==> src/rtl/tile_rom_arb_pkg.sv <==
// Shared types and default sizing for the tile ROM arbiter.
package tile_rom_arb_pkg;

    localparam int DEF_NUM_REQ = 4;
    localparam int DEF_ADDR_W  = 15;
    localparam int DEF_DATA_W  = 3;
    // Wide enough for the largest supported requester count (8).
    localparam int TAG_IDX_W   = 3;

    typedef enum logic {
        ARB_IDLE   = 1'b0,
        ARB_LOCKED = 1'b1
    } arb_state_t;

    typedef struct packed {
        logic                 valid;
        logic [TAG_IDX_W-1:0] idx;
    } arb_tag_t;

endpackage

==> src/rtl/rr_picker.sv <==
// Combinational round-robin picker: the first set request at or after ptr, wrapping.
module rr_picker #(
    parameter int NUM_REQ = 4,
    parameter int PTR_W   = $clog2(NUM_REQ)
) (
    input  logic [NUM_REQ-1:0] i_req,
    input  logic [PTR_W-1:0]   i_ptr,
    output logic [NUM_REQ-1:0] o_grant,
    output logic [PTR_W-1:0]   o_idx,
    output logic               o_any
);

    logic [PTR_W-1:0] w_pos;

    always_comb begin
        o_grant = '0;
        o_idx   = '0;
        o_any   = 1'b0;
        w_pos   = '0;
        for (int k = 0; k < NUM_REQ; k++) begin
            w_pos = PTR_W'((int'(i_ptr) + k) % NUM_REQ);
            if (!o_any && i_req[w_pos]) begin
                o_grant[w_pos] = 1'b1;
                o_idx          = w_pos;
                o_any          = 1'b1;
            end
        end
    end

endmodule

==> src/rtl/tile_rom_arbiter.sv <==
// Per-beat round-robin arbiter sharing one synchronous tile ROM among pixel requesters.
// TILE_ARB_BURST_EN adds a lock that keeps the grant on one requester until its req_last beat.
module tile_rom_arbiter
    import tile_rom_arb_pkg::*;
#(
    parameter int NUM_REQ = DEF_NUM_REQ,
    parameter int ADDR_W  = DEF_ADDR_W,
    parameter int DATA_W  = DEF_DATA_W
) (
    input  logic                      vga_clk,
    input  logic                      reset_n,
    input  logic [NUM_REQ-1:0]        req_valid,
    input  logic [NUM_REQ*ADDR_W-1:0] req_addr,
    input  logic [NUM_REQ-1:0]        req_last,
    output logic [NUM_REQ-1:0]        req_ready,
    output logic [NUM_REQ-1:0]        rsp_valid,
    output logic [DATA_W-1:0]         rsp_data,
    output logic [ADDR_W-1:0]         rom_address,
    input  logic [DATA_W-1:0]         rom_q
);

    localparam int PTR_W = $clog2(NUM_REQ);

    logic [PTR_W-1:0]   r_ptr;
    arb_tag_t           r_tag;
    logic [NUM_REQ-1:0] w_req_eff;
    logic [NUM_REQ-1:0] w_grant;
    logic [PTR_W-1:0]   w_idx;
    logic               w_any;

`ifdef TILE_ARB_BURST_EN
    arb_state_t         r_state;
    logic [PTR_W-1:0]   r_owner;
    logic [NUM_REQ-1:0] w_owner_mask;

    always_comb begin
        w_owner_mask          = '0;
        w_owner_mask[r_owner] = 1'b1;
    end

    // While locked, only the owner competes; its idle gaps keep the lock.
    assign w_req_eff = !reset_n                ? '0 :
                       (r_state == ARB_LOCKED) ? (req_valid & w_owner_mask) :
                                                 req_valid;

    always_ff @(posedge vga_clk or negedge reset_n) begin
        if (!reset_n) begin
            r_state <= ARB_IDLE;
            r_owner <= '0;
        end else if (w_any) begin
            case (r_state)
                ARB_IDLE: begin
                    if (!req_last[w_idx]) begin
                        r_state <= ARB_LOCKED;
                        r_owner <= w_idx;
                    end
                end
                ARB_LOCKED: begin
                    if (req_last[w_idx]) begin
                        r_state <= ARB_IDLE;
                    end
                end
                default: r_state <= ARB_IDLE;
            endcase
        end
    end
`else
    logic w_unused_last;

    assign w_unused_last = ^req_last;
    assign w_req_eff     = reset_n ? req_valid : '0;
`endif

    rr_picker #(
        .NUM_REQ (NUM_REQ),
        .PTR_W   (PTR_W)
    ) u_picker (
        .i_req   (w_req_eff),
        .i_ptr   (r_ptr),
        .o_grant (w_grant),
        .o_idx   (w_idx),
        .o_any   (w_any)
    );

    assign req_ready   = w_grant;
    assign rom_address = w_any ? req_addr[w_idx*ADDR_W +: ADDR_W] : '0;

    always_ff @(posedge vga_clk or negedge reset_n) begin
        if (!reset_n) begin
            r_ptr <= '0;
            r_tag <= '0;
        end else begin
            r_tag.valid <= w_any;
            r_tag.idx   <= TAG_IDX_W'(w_idx);
            if (w_any) begin
                r_ptr <= (w_idx == PTR_W'(NUM_REQ - 1)) ? '0 : w_idx + 1'b1;
            end
        end
    end

    // The ROM registered the winning address last cycle, so rom_q belongs to the tagged requester.
    assign rsp_valid = r_tag.valid ? (NUM_REQ'(1) << r_tag.idx) : '0;
    assign rsp_data  = r_tag.valid ? rom_q : '0;

endmodule
==> config.mk <==
export PLATFORM = sky130hd
export DESIGN_NAME = tile_rom_arbiter
export DESIGN_NICKNAME = d
export VERILOG_FILES = /design/src/rtl/tile_rom_arb_pkg.sv /design/src/rtl/rr_picker.sv /design/src/rtl/tile_rom_arbiter.sv
export SDC_FILE = /design/constraint.sdc
export NUM_CORES = 1
export LEC_CHECK = 0
export BUFFER_PORTS_ARGS = -buffer_cell sky130_fd_sc_hd__buf_2
export CAP_MARGIN = 20
export CELL_PAD_IN_SITES_DETAIL_PLACEMENT = 0
export CELL_PAD_IN_SITES_GLOBAL_PLACEMENT = 2
export CORE_MARGIN = 2
export CORE_UTILIZATION = 21
export CTS_BUF_LIST = sky130_fd_sc_hd__clkbuf_8
export CTS_CLUSTER_DIAMETER = 80
export CTS_CLUSTER_SIZE = 24
export DETAILED_ROUTE_END_ITERATION = 12
export PLACE_DENSITY = 0.83
export SYNTH_ARGS = -nofsm -noshare
export SYNTH_HDL_FRONTEND = slang
export SYNTH_SLANG_ARGS = --single-unit
==> constraint.sdc <==
create_clock -name vga_clk -period 3.7 [get_ports vga_clk]
set_input_delay 0.74 -clock vga_clk [delete_from_list [all_inputs] [get_ports vga_clk]]
set_output_delay 0.74 -clock vga_clk [all_outputs]
set_load 0.02 [all_outputs]
; ---- Word level (Yosys, flattened, before mapping)
; Cells that the tools add are included.
[totals]
in_bits = 73
ff_bits = 5
out_inout_bits = 26
wordCells = 65
[op_classes]
n_lt_le_gt_ge = 8
multipliers = 1
add_sub_neg = 4
shift = 2
mux = 33
n_bitwise = 3
reduce_logical = 10
n_eq_ne = 1
[ops]
columns = operator, count
row1 = 60-bit by 7-bit indexed part select with 15-bit output, 1
row2 = 4-bit 2-to-1 mux, 6
row3 = 15-bit 2-to-1 mux, 1
row4 = 2-bit by 3-bit less-than comparator with 1-bit output (second input constant), 4
row5 = 1-bit 2-to-1 mux, 12
row6 = 4-bit OR, 3
row7 = 2-bit 2-to-1 mux, 5
row8 = 1-bit binary-select mux with 2-bit select, 4
row9 = 1-bit demux with 2-bit select, 4
row10 = 2-bit by 1-bit >= comparator with 1-bit output (second input constant), 4
row11 = 1-bit logical AND, 7
row12 = 2-bit by 4-bit multiplier with 6-bit output (second input constant), 1
row13 = 2-bit by 1-bit adder with 2-bit output (second input constant), 2
row14 = 2-bit adder (second input constant), 2
row15 = 1-bit by 2-bit << shifter with 4-bit output (first input constant), 1
row16 = 1-bit zero test, 3
row17 = 3-bit 2-to-1 mux, 1
row18 = 2-bit == test (second input constant), 1

; ---- Depth between registers and ports, before layout
; Gate-level depths: netlist of the first run.
[logic_depth]
depth_word = 16
ltp_mapped = 11
ltp_nobuf = 9

; ---- By module
; A second synthesis of the first run with hierarchy kept.
[hier_totals]
hier_cells = 120
area_unflattened_um2 = 1144.8
[modules_own_cells]
columns = mod, cells_each, seq_area_each_um2, n_inst, area_per_inst_um2
row1 = tile_rom_arbiter, 75, 125.1, 1, 725.7
row2 = rr_picker, 45, 0.0, 1, 419.2

; ---- Worst setup path after synthesis of the first run
; OpenSTA, ideal clock, no wires.
[synth_timing]
path_kind = register -> output
start = register r_ptr[0]
end = output port rom_address[13]
arrival_ns = 2.736
path_stages_with_launch = 11
path_slack_ns = 0.224
required_time_ns = 2.960
n_path_buf = 1
path_cell_list = dfrtp_1 buf_6 inv_1 ha_1 nand2b_1 a2bb2oi_4 o21a_2 mux2_4 inv_6 nor2_1 o32ai_1
[synth_via]
elab_chain_cells = 15
elab_cells_between_ends = 28
cone_classes = add/sub (3) / mul (1) / shift (1) / mux (17) / reduce/logical (6)
[synth_rtl]
columns = item, line
row1 = from (decl), tile_rom_arbiter.sv:24  ; logic [PTR_W-1:0] r_ptr;
row2 = from (signal assigned), tile_rom_arbiter.sv:96  ; r_ptr <= (w_idx == PTR_W'(NUM_REQ - 1)) ? '0 : w_idx + 1'b1;
row3 = "parallel branches: the longest is 14 deep, another holds 2-bit by 4-bit multiplier with 6-bit output", -
row4 = 15-bit 2-to-1 mux (*), tile_rom_arbiter.sv:86  ; assign rom_address = w_any ? req_addr[w_idx*ADDR_W +: ADDR_W] : '0;
row5 = to (decl), tile_rom_arbiter.sv:18  ; output logic [ADDR_W-1:0] rom_address,
; Every way passes the cells marked *. The select of a mux whose other input is x is not followed.

; ---- Final worst setup path of the first run
[layout_timing]
start = register r_ptr[1]
end = output port rom_address[13]
; The elaborated chain is that of the path after synthesis.

==> impl_metrics.env, run 1 <==
export IMPL_outcome="complete, no violations"
export IMPL_dr_pass1_iters=4
export IMPL_die_w_um=87.1
export IMPL_crit_arrival_ns=2.73
export IMPL_maxSlewViolCount=0
export IMPL_fin_cells=378
export IMPL_worst_pin_slew_ns=0.472
export IMPL_wl_um=5370
export IMPL_grt_util_met1_pct=16.8
export IMPL_r2r_cells=9
export IMPL_period_share_pct=93.9
export IMPL_cts_sinks=5
export IMPL_avgRoutedWirePerCell_um=14.2
export IMPL_fin_worst_skew_ns=0.000393
export IMPL_crit_type="reg2out"
export IMPL_cts_buffer_depth=2
export IMPL_start_util_pct=21.5
export IMPL_grt_pass1_wl_um=8370
export IMPL_layout_min_cycle_time_ns=3.47
export IMPL_synth_cells=198
export IMPL_leakagePower_uw=0.00107
export IMPL_synth_area_um2=1450
export IMPL_fp_dieH_um=87.1
export IMPL_coreArea_um2=6760
export IMPL_htree_num_levels=1
export IMPL_r2r_start="r_ptr[1]"
export IMPL_fin_setup_tns_ns=0
export IMPL_cp_cell_sequence="inv_1, ha_1, nand2b_1, a2bb2oi_4, o21a_2, mux2_4, inv_6, nor2_1, o32ai_1, buf_2"
export IMPL_yosys_register_bits=5
export IMPL_cts_setup_buffers=0
export IMPL_utilization_pct=31.1
export IMPL_ir_drop_uv=246
export IMPL_cp_max_fo=16
export IMPL_area_growth_pct=45.0
export IMPL_fp_dieArea_um2=7590
export IMPL_finalHoldViolCount=0
export IMPL_ys_warnings_count=0
export IMPL_grt_overflow_total=0
export IMPL_r2r_end="r_ptr[1]"
export IMPL_slowest_delay_ns=0.42
export IMPL_vias=1884
export IMPL_syn_nets=279
export IMPL_antenna_diode_count=0
export IMPL_rsz0062_at_grt="false"
export IMPL_cp_top_family="compound AO/OA/AOI/OAI gates"
export IMPL_port_buffers=94
export IMPL_cts_buffers_inserted=3
export IMPL_setup_violations=0
export IMPL_antenna_found_initial=0
export IMPL_placementRows=30
export IMPL_drt_vias_per_instance=4.98
export IMPL_clockRootBuffer="clkbuf_8"
export IMPL_holdCritPathClass="in2async"
export IMPL_seq_area_frac_synth_pct=8.63
export IMPL_busiest_layer="met2"
export IMPL_worst_path_max_delay_cell="dfrtp_2"
export IMPL_drc=0
export IMPL_grtUsageTotal_pct=13.4
export IMPL_max_freq_ghz=0.288
export IMPL_maxSlewHeadroom_pct=68.2
export IMPL_cp_required_ns=2.96
export IMPL_place_hpwl_um=4120
export IMPL_grt_max_degree=30
export IMPL_yosysUniqueCellTypes=42
export IMPL_r2r_setup_slack_ns=1.36
export IMPL_drt_first_iter_violations=119
export IMPL_ant_nets=0
export IMPL_design_portCount=99
export IMPL_final_common_cell="buf_2"
export IMPL_use_met3_pct=2.46
export IMPL_p_total_uw=1540
export IMPL_start_kind="flip-flop"
export IMPL_synth_area_per_cell_um2=7.32
export IMPL_path_buf_inv=3
export IMPL_p_per_area_nw_per_um2=732
export IMPL_finalWeightedCongestion=0.792
export IMPL_cp_end_kind="primary output"
export IMPL_drv_cap=0
export IMPL_clk_pin_slew_ns=0.04
export IMPL_fin_nets=380
export IMPL_drive_above_1_share_pct=45.3
export IMPL_grt_pass1_vias=1809
export IMPL_dp_cells=374
export IMPL_grtUsageMet2_pct=24.5
export IMPL_final_cell_mix="94 x buf_2, 45 x nand2_1, 35 x nor2_1"
export IMPL_insertion_delay_ns=0.22
export IMPL_cts_tree="built"
==> cells by family (layout without fill, tap and decap cells) <==
group,after synthesis,count (layout),synth area share (%)
compound gates,47,47,36.2
xor+xnor,1,1,0.604
fa+ha+maj,8,8,6.90
buf+inv,17,117,6.38
flops,5,5,8.63
mux,7,7,6.13
simple gates,113,113,35.1
==> cell usage after synthesis, drive strengths merged <==
library cell / instances / share of area (%)
nor2b: 1 / 0.43
or3: 2 / 0.86
a2bb2oi: 1 / 1.8
o22ai: 1 / 1.4
xor2: 1 / 0.60
nor3: 1 / 0.34
inv: 5 / 1.6
and3: 16 / 6.9
nand2b: 3 / 1.3
a21boi: 1 / 0.52
nand3: 1 / 0.34
or2: 1 / 0.43
nand2: 45 / 12
o211ai: 1 / 0.52
a222oi: 4 / 2.8
dfrtp: 5 / 8.6
o311a: 1 / 0.69
o21a: 1 / 0.60
nand4b: 1 / 0.60
nand4: 1 / 0.43
clkbuf: 5 / 1.3
a21oi: 3 / 1.3
o221ai: 15 / 9.1
o32ai: 15 / 14
and2: 4 / 1.7
o41ai: 1 / 0.60
mux2: 3 / 2.8
mux2i: 4 / 3.3
ha: 8 / 6.9
nor2: 35 / 9.1
nor3b: 2 / 1.0
o21ai: 2 / 0.95
buf: 7 / 3.5
o2111ai: 1 / 1.8
==> worst max-delay path by stage <==
stage	from	endpoint	slack [ns]	cells after the start
after floorplan	r_ptr[0]	rom_address[13]	0.22	10
after global placement	reset_n	rom_address[2]	0.34	9
after detailed placement	reset_n	rom_address[2]	0.30	9
after CTS	r_ptr[1]	rom_address[2]	0.15	10
after global routing	r_ptr[1]	rom_address[13]	0.06	10
final	r_ptr[1]	rom_address[13]	0.23	10
==> layout make-up <==
cell class	instances	area (um^2)
Clock buffer	3	41.3
Clock inverter	1	3.75
Fill cell	765	4650
Inverter	5	23.8
Multi-Input combinational cell	176	1230
Sequential cell	5	126
Tap cell	80	100
Timing Repair Buffer	108	576
==> state kept, by name, indices dropped and copies added, names as in the netlist <==
register,flops
r_ptr,2
r_tag,3
==> metrics by stage <==
stage                     hold WS (ns)  area, um^2  setup slack [ns]
after floorplan                  0.444        1450             0.224
after global placement           0.596        2060             0.340
after detailed placement         0.605        2060             0.298
after CTS                        0.371        2100             0.147
after global routing             0.380        2100            0.0567
final                            0.370        2100             0.225
==> power by group <==
group | switching, uW | leakage, uW | internal [uW]
Combinational | 802 | 0.000980 | 536
Clock | 27.8 | 0.0000269 | 71.2
Sequential | 24.2 | 0.0000593 | 77.8
==> what timing repair did <==
action | in CTS | in global routing
hold endpoints to repair | 0 | 0
gates resized for setup | 0 | 1
setup endpoints to repair | 0 | 1
hold buffers | 0 | 0
==> metal layers <==
| layer | share of wire [%] | wire length [um] |
|---|---|---|
| met1 | 43 | 2290 |
| met2 | 50 | 2660 |
| met3 | 7.4 | 396 |
| met5 | 0 | 0 |
| met4 | 0.45 | 24 |
No activity file was read; power rests on OpenSTA's default activity.
==> run 2: changes to the inputs <==
- PLACE_DENSITY: 0.83 -> 0.93
==> run 2 against run 1 <==
Cell count shrank 0.79%; fmax shrank 0.21%; sequential share of layout area grew 0.065 points; critical path depth is the same; critical endpoint is now rom_address[2].
==> impl_metrics.env, run 2 (synthesis gave the netlist of run 1 again) <==
export IMPL_crit_arrival_ns=2.74
export IMPL_rsz0062_at_grt="false"
export IMPL_die_w_um=87.1
export IMPL_coreArea_um2=6760
export IMPL_antenna_diode_count=0
export IMPL_vias=1883
export IMPL_r2r_setup_slack_ns=1.37
export IMPL_crit_type="reg2out"
export IMPL_cp_cell_sequence="inv_1, ha_1, nand2b_1, a2bb2oi_4, o21a_2, mux2_4, inv_6, nor2_1, o32ai_1, buf_2"
export IMPL_slowest_delay_ns=0.42
export IMPL_area_growth_pct=43.5
export IMPL_drt_vias_per_instance=5.02
export IMPL_drc=0
export IMPL_cts_buffers_inserted=3
export IMPL_outcome="complete, no violations"
export IMPL_grtUsageTotal_pct=13.8
export IMPL_final_cell_mix="94 x buf_2, 45 x nand2_1, 35 x nor2_1"
export IMPL_grt_pass1_vias=1825
export IMPL_period_share_pct=94.1
export IMPL_antenna_found_initial=0
export IMPL_grt_overflow_total=0
export IMPL_worst_pin_slew_ns=0.490
export IMPL_cts_sinks=5
export IMPL_clk_pin_slew_ns=0.03
export IMPL_largest_reg_flops=3
export IMPL_placementRows=30
export IMPL_cts_tree="built"
export IMPL_fp_dieArea_um2=7590
export IMPL_clockRootBuffer="clkbuf_8"
export IMPL_top_regs="r_tag: 3 flops, r_ptr: 2 flops"
export IMPL_fin_cells=375
export IMPL_cts_setup_buffers=0
export IMPL_grt_pass1_wl_um=8400
export IMPL_p_per_area_nw_per_um2=739
export IMPL_cp_end_kind="primary output"
export IMPL_design_portCount=99
export IMPL_fin_worst_skew_ns=0.000218
export IMPL_htree_num_levels=1
export IMPL_ant_nets=0
export IMPL_wl_um=5460
export IMPL_holdCritPathClass="in2async"
export IMPL_final_common_cell="buf_2"
export IMPL_place_hpwl_um=4180
export IMPL_drt_first_iter_violations=108
export IMPL_cp_max_fo=16
export IMPL_maxSlewHeadroom_pct=67.1
export IMPL_fp_dieH_um=87.1
export IMPL_cts_hold_buf=0
export IMPL_cts_buffer_depth=2
export IMPL_leakagePower_uw=0.00105
export IMPL_setup_violations=0
export IMPL_port_buffers=94
export IMPL_insertion_delay_ns=0.22
export IMPL_dr_pass1_iters=4
export IMPL_ctsResizeCount=0
export IMPL_worst_path_max_delay_cell="dfrtp_2"
export IMPL_drv_cap=0
export IMPL_start_kind="flip-flop"
export IMPL_largest_register="r_tag"
export IMPL_maxSlewViolCount=0
export IMPL_grt_max_degree=30
export IMPL_start_util_pct=21.5
export IMPL_avgRoutedWirePerCell_um=14.6
export IMPL_r2r_end="r_ptr[1]"
export IMPL_max_freq_ghz=0.287
export IMPL_dp_cells=371
export IMPL_cp_required_ns=2.96
export IMPL_fin_setup_tns_ns=0
export IMPL_r2r_cells=9
export IMPL_finalHoldViolCount=0
export IMPL_drive_above_1_share_pct=44.7
export IMPL_fin_nets=377
export IMPL_layout_min_cycle_time_ns=3.48
export IMPL_finalWeightedCongestion=0.751
export IMPL_r2r_start="r_ptr[1]"
export IMPL_ir_drop_uv=237
==> run 2: cell count changes in the layout (fill, tap and decap cells not counted) <==
cell   before  now
buf_4      14   11
==> run 2: metrics by stage <==
stage	hold WS (ns)	total power (uW)	utilization (%)	worst slack, ns	instance area, um^2
after global routing	0.374	1670	30.8	0.0524	2080
after global placement	0.595	1430	30.1	0.338	2030
final	0.369	1540	30.8	0.218	2080
after floorplan	0.444	1070	-	0.224	1450
after detailed placement	0.601	1440	30.1	0.284	2030
after CTS	0.369	1550	30.8	0.122	2080
==> run 2: worst max-delay path by stage <==
stage	start	slack [ns]	cells past startpoint	end
6_report	r_ptr[1]	0.22	10	rom_address[2]
5_1_grt	r_ptr[1]	0.05	10	rom_address[13]
4_1_cts	r_ptr[1]	0.12	10	rom_address[2]
3_5_place_dp	reset_n	0.28	9	rom_address[2]
3_3_place_gp	reset_n	0.34	9	rom_address[2]
2_1_floorplan	r_ptr[0]	0.22	10	rom_address[13]
==> run 2: critical path, delay by kind of cell (launching register included) <==
family                   cells  cell delay, ns
adder cells (fa/ha/maj)      1            0.36
multiplexers                 1            0.34
AO/OA/AOI/OAI                3            0.68
AND/OR/NAND/NOR              2            0.27
flip-flops                   1            0.42
buffers and inverters        3            0.46
==> run 2: power by group <==
group          leakage (uW)  internal, uW  switching, uW
sequential        0.0000593          77.8           22.9
clock             0.0000269          71.1           26.3
combinational      0.000967           525            816
total               0.00105           674            865
==> run 2: final cells by class <==
cell class                      instances  area [um^2]
Clock inverter                          1         3.75
Multi-Input combinational cell        176         1230
Timing Repair Buffer                  105          553
Clock buffer                            3         41.3
Sequential cell                         5          126
Fill cell                             761         4680
Inverter                                5         23.8
Tap cell                               80          100
==> run 2: metal layers <==
metal / vias to the layer above / part of all wire (%) / GRT usage [%] / routed length [um]
met5: - / 0 / 0 / 0
met4: 0 / 0.44 / 2.94 / 24
met3: 2 / 5.4 / 2.18 / 295
met2: 62 / 52 / 24.6 / 2850
met1: 881 / 42 / 17.4 / 2280
li1: 938 / - / - / -
